### config.mk
export PLATFORM = sky130hd
export DESIGN_NAME = trigger_driver
export DESIGN_NICKNAME = d
export VERILOG_FILES = /design/src/rtl/trigger_driver_pkg.sv /design/src/rtl/trigger_driver.sv
export SDC_FILE = /design/constraint.sdc
export NUM_CORES = 1
export LEC_CHECK = 0
export ABC_AREA = 0
export CORE_MARGIN = 2
export CORE_UTILIZATION = 52
export CTS_CLUSTER_DIAMETER = 50
export DETAILED_ROUTE_END_ITERATION = 6
export GPL_TIMING_DRIVEN = 0
export PLACE_DENSITY = 0.81
export SLEW_MARGIN = 10
export SYNTH_ARGS = -nofsm -noshare
export SYNTH_HDL_FRONTEND = slang
export SYNTH_SLANG_ARGS = --single-unit
### constraint.sdc
create_clock -name clk -period 2.78 [get_ports clk]
set_clock_uncertainty 0.05 [all_clocks]
set_input_delay 0.556 -clock clk [delete_from_list [all_inputs] [get_ports clk]]
set_output_delay 0.556 -clock clk [all_outputs]
set_load 0.02 [all_outputs]
### src/rtl/trigger_driver_pkg.sv
// Shared definitions for the armed-line trigger protocol (driver and detector benches).
package trigger_driver_pkg;

    localparam int CNT_W_DEF = 16;

    typedef enum logic [1:0] {
        ST_IDLE  = 2'd0,
        ST_DELAY = 2'd1,
        ST_PULSE = 2'd2
    } trig_state_e;

endpackage

### src/rtl/trigger_driver.sv
// Transmit side of the armed-line trigger protocol: programmable delay, then a
// programmable-width high pulse on dout. All outputs are registered.
module trigger_driver
    import trigger_driver_pkg::*;
#(
    parameter int CNT_W = CNT_W_DEF
) (
    input  logic             clk,
    input  logic             rst,
    input  logic             start,
    input  logic             abort,
    input  logic [CNT_W-1:0] delay,
    input  logic [CNT_W-1:0] width,
    output logic             busy,
    output logic             arm,
    output logic             dout,
    output logic             done
);

    trig_state_e      state, state_n;
    logic [CNT_W-1:0] cnt, cnt_n;
    logic [CNT_W-1:0] width_q, width_n;
    logic             done_n;
    logic             last;

    assign last = (cnt == CNT_W'(1));

    always_comb begin
        state_n = state;
        cnt_n   = cnt;
        width_n = width_q;
        done_n  = 1'b0;
        case (state)
            ST_IDLE: begin
                if (start && !abort) begin
                    width_n = width;
                    if (delay != '0) begin
                        state_n = ST_DELAY;
                        cnt_n   = delay;
                    end else if (width != '0) begin
                        state_n = ST_PULSE;
                        cnt_n   = width;
                    end else begin
                        done_n  = 1'b1;    // empty sequence completes at once
                    end
                end
            end
            ST_DELAY: begin
                if (last) begin
                    if (width_q != '0) begin
                        state_n = ST_PULSE;
                        cnt_n   = width_q;
                    end else begin
                        state_n = ST_IDLE;
                        cnt_n   = '0;
                        done_n  = 1'b1;
                    end
                end else begin
                    cnt_n = cnt - CNT_W'(1);
                end
            end
            ST_PULSE: begin
                if (last) begin
                    state_n = ST_IDLE;
                    cnt_n   = '0;
                    done_n  = 1'b1;
                end else begin
                    cnt_n = cnt - CNT_W'(1);
                end
            end
            default: begin
                state_n = ST_IDLE;
                cnt_n   = '0;
            end
        endcase
        // abort only matters mid-sequence; in IDLE it merely blocks the accept above
        if (abort && state != ST_IDLE) begin
            state_n = ST_IDLE;
            cnt_n   = '0;
            done_n  = 1'b0;
        end
    end

    always_ff @(posedge clk) begin
        if (rst) begin
            state   <= ST_IDLE;
            cnt     <= '0;
            width_q <= '0;
            busy    <= 1'b0;
            arm     <= 1'b0;
            dout    <= 1'b0;
            done    <= 1'b0;
        end else begin
            state   <= state_n;
            cnt     <= cnt_n;
            width_q <= width_n;
            busy    <= (state_n != ST_IDLE);
            dout    <= (state_n == ST_PULSE);
            arm     <= (state_n == ST_PULSE) && (state != ST_PULSE);
            done    <= done_n;
        end
    end

endmodule

==> reports/metrics.cfg <==
[pwr]
comb_power_share_pct=27.9
p_seq_share_pct=44.8
internal_power_uw=924
ir_worst_vdd_uv=272
p_leak_nw=0.987
p_sw_share_pct=33.1
clkPwrFrac_pct=27.3
power_density_mw_per_mm2=501
switching_power_uw=457

[critical_path]
worstSetupPathType=in -> reg
critical_path_buf_inv_count=2
critPathSlowestCell=or4_4
path_cells=clkdlybuf4s50_1, or4_4, nor4_4, buf_4, a31oi_1, o2bb2ai_1, o22ai_1, nor2_1
cp.required_ns=2.97
path_max_fanout=10
startpoint_type=input pin
cp-end-kind=register
critPathTopFamily=simple AND/OR/NAND/NOR gates
cpPeakStageDelay_ns=0.56
worstPathArrival_ns=2.79

[global_routing]
gr-total-overflow=0
grt_pass1_vias=2213
grtUsageTotal_pct=29.6
antenna_found_initial=0
grt_pass1_wl_um=11200
grt_start_max_net_pins=13

[sta]
grt_setup_unrepaired=false
report.final.setup_viol=0
fin_tns_setup_ns=0
tightestPinTransition_ns=0.644
relSlewSlack_pct=56.7
max_freq_ghz=0.384
drv_slew=0
hold_viol=0
fin_hold_ws_ns=0.432
fin_crit_ns=2.61
min_period_over_period_pct=93.8

[route]
via_per_inst=6.32
num_vias=2434
antenna_left=0
drtPass1Iterations=5
routedWlPerCell_um=18.1
route.detailed.drc=0
drt_iter0_markers=308
wirelength_um=6970

[yosys]
yosysWarnings=0
netlist_instances=288
synth_area_mm2=0.00222
synth_nets=326
ys_types=54
ys_top_cells_by_count=53 x nand2_1, 38 x dfxtp_1, 32 x a21oi_1
yosysTopAreaCellShare_pct=34.3
synthArstFlopShare_pct=0
synth_ff_type=dfxtp_1
seq_area_frac_synth_pct=34.3
yosysTopAreaCell=dfxtp_1
synthTopCellsByArea=dfxtp_1 34%, nand2_1 9.0%, a21oi_1 7.2%, o21ai_1 3.6%, nor2_1 3.4%
ys_ff_latch=38
synth_most_common_cell=nand2_1
syn_avg_cell_area_um2=7.71
synth_edf_count=0

[die]
initial_core_util_pct=54.7
io-pin-count=40
die_area_mm2=0.00481
row_count=23
die_y_um=69.3
dieWidth_um=69.3
coreArea_mm2=0.00406

[final_layout]
nFillCells=362
nNetsFinal=372
drive_gt1_share_pct=9.55
diodes=0
area_growth_pct=24.3

[place]
dp_hpwl_um=5440
gp_congestion=0.940
io_buffers=39

[worst_hold_path]
worstHoldPathType=reg -> reg

[clocking]
htreeDepth=2
ctsRootBufferMaster=clkbuf_8
cts.sinks=38
worstSkewPairLatency_ns=0.30
cts_buffers=5
clk_pin_slew_ns=0.07
clock_path_buffers=2
postCtsSetupBuffers=0
ctsResizeCount=0
cts_tree=done
cts_hold_buf=0

[outcome]
status=finished clean

[run]
drv_cap=0

==> cells by family after synthesis <==
family / after synthesis / synth area share [%]
muxes: 1 / 0.451
adders and majority gates: 2 / 1.13
buffers and inverters: 19 / 4.06
xor gates and xnor gates: 9 / 3.55
AOI/OAI and AO/OA: 87 / 24.5
DFF: 38 / 34.3
and+or+nand+nor: 132 / 32.0
==> state kept, by name, indices dropped and copies added, names as in the netlist <==
register,cells
state,2
width_q,16
dout,1
busy,1
arm,1
done,1
cnt,16
==> metal layers <==
| layer | track usage (%) | wire length [um] | vias to the layer above | part of all wire (%) |
|---|---|---|---|---|
| met3 | 6.69 | 681 | 18 | 9.8 |
| met1 | 40.6 | 2980 | 1110 | 43 |
| met4 | 8.93 | 164 | 0 | 2.4 |
| li1 | - | - | 1151 | - |
| met5 | 0 | 0 | - | 0 |
| met2 | 46.4 | 3150 | 155 | 45 |
==> area by class of cell <==
class | count | area, um2 | area share [%]
clock inverter | 2 | 13.8 | 0.499
tap | 50 | 62.6 | 2.27
sequential | 38 | 761 | 27.6
buffer | 15 | 75.1 | 2.72
multi-input combinational | 231 | 1370 | 49.6
timing repair buffer | 39 | 390 | 14.1
clock buffer | 6 | 72.6 | 2.63
inverter | 4 | 15.0 | 0.544
==> cell usage in the layout (no fill, tap or decap), drive strengths merged, types with 4 or more instances in the layout <==
| cell type | synthesis | routed |
|---|---|---|
| xor2 | 6 | 6 |
| dfxtp | 38 | 38 |
| or4 | 4 | 4 |
| buf | 7 | 7 |
| o21ai | 21 | 21 |
| nand4 | 4 | 4 |
| o22ai | 4 | 4 |
| nand3 | 6 | 6 |
| nor2 | 22 | 22 |
| clkdlybuf4s50 | 0 | 39 |
| clkbuf | 8 | 14 |
| nor4 | 15 | 15 |
| a31oi | 6 | 6 |
| a21oi | 32 | 32 |
| nor3 | 10 | 10 |
| inv | 4 | 4 |
| nand2 | 54 | 54 |
==> tightest hold or removal path: stages (launching register included) <==
cell	delay, ns
dfxtp_1	0.33
nand2_1	0.06
a21oi_1	0.05
==> worst paths after layout <==
check,start,endpoint,slack [ns],cells past startpoint
worst max-delay path,delay[4],cnt[6],0.17,8
worst min-delay path,width_q[14],width_q[14],0.43,2
worst max register to register,cnt[0],cnt[3],0.36,8
worst min register to register,width_q[14],width_q[14],0.43,2
==> metrics by stage <==
stage	setup WS, ns	power [mW]	area (um2)	utilization, %	instances
final	0.173	1.38	2760	68.0	385
after global routing	0.111	1.44	2760	68.0	385
after CTS	0.216	1.37	2760	68.0	385
after detailed placement	-0.0705	1.00	2670	65.9	377
after global placement	-0.0781	0.999	2670	65.9	377
after floorplan	0.604	0.863	2220	-	288
==> power by group through the flow <==
stage	Sequential [mW]	Combinational (mW)	Clock, mW
2_1_floorplan	0.620	0.243	0
3_3_place_gp	0.629	0.371	0
3_5_place_dp	0.629	0.372	0
4_1_cts	0.617	0.376	0.378
5_1_grt	0.623	0.417	0.399
6_report	0.619	0.385	0.377
No activity file was read; power rests on OpenSTA's default activity.
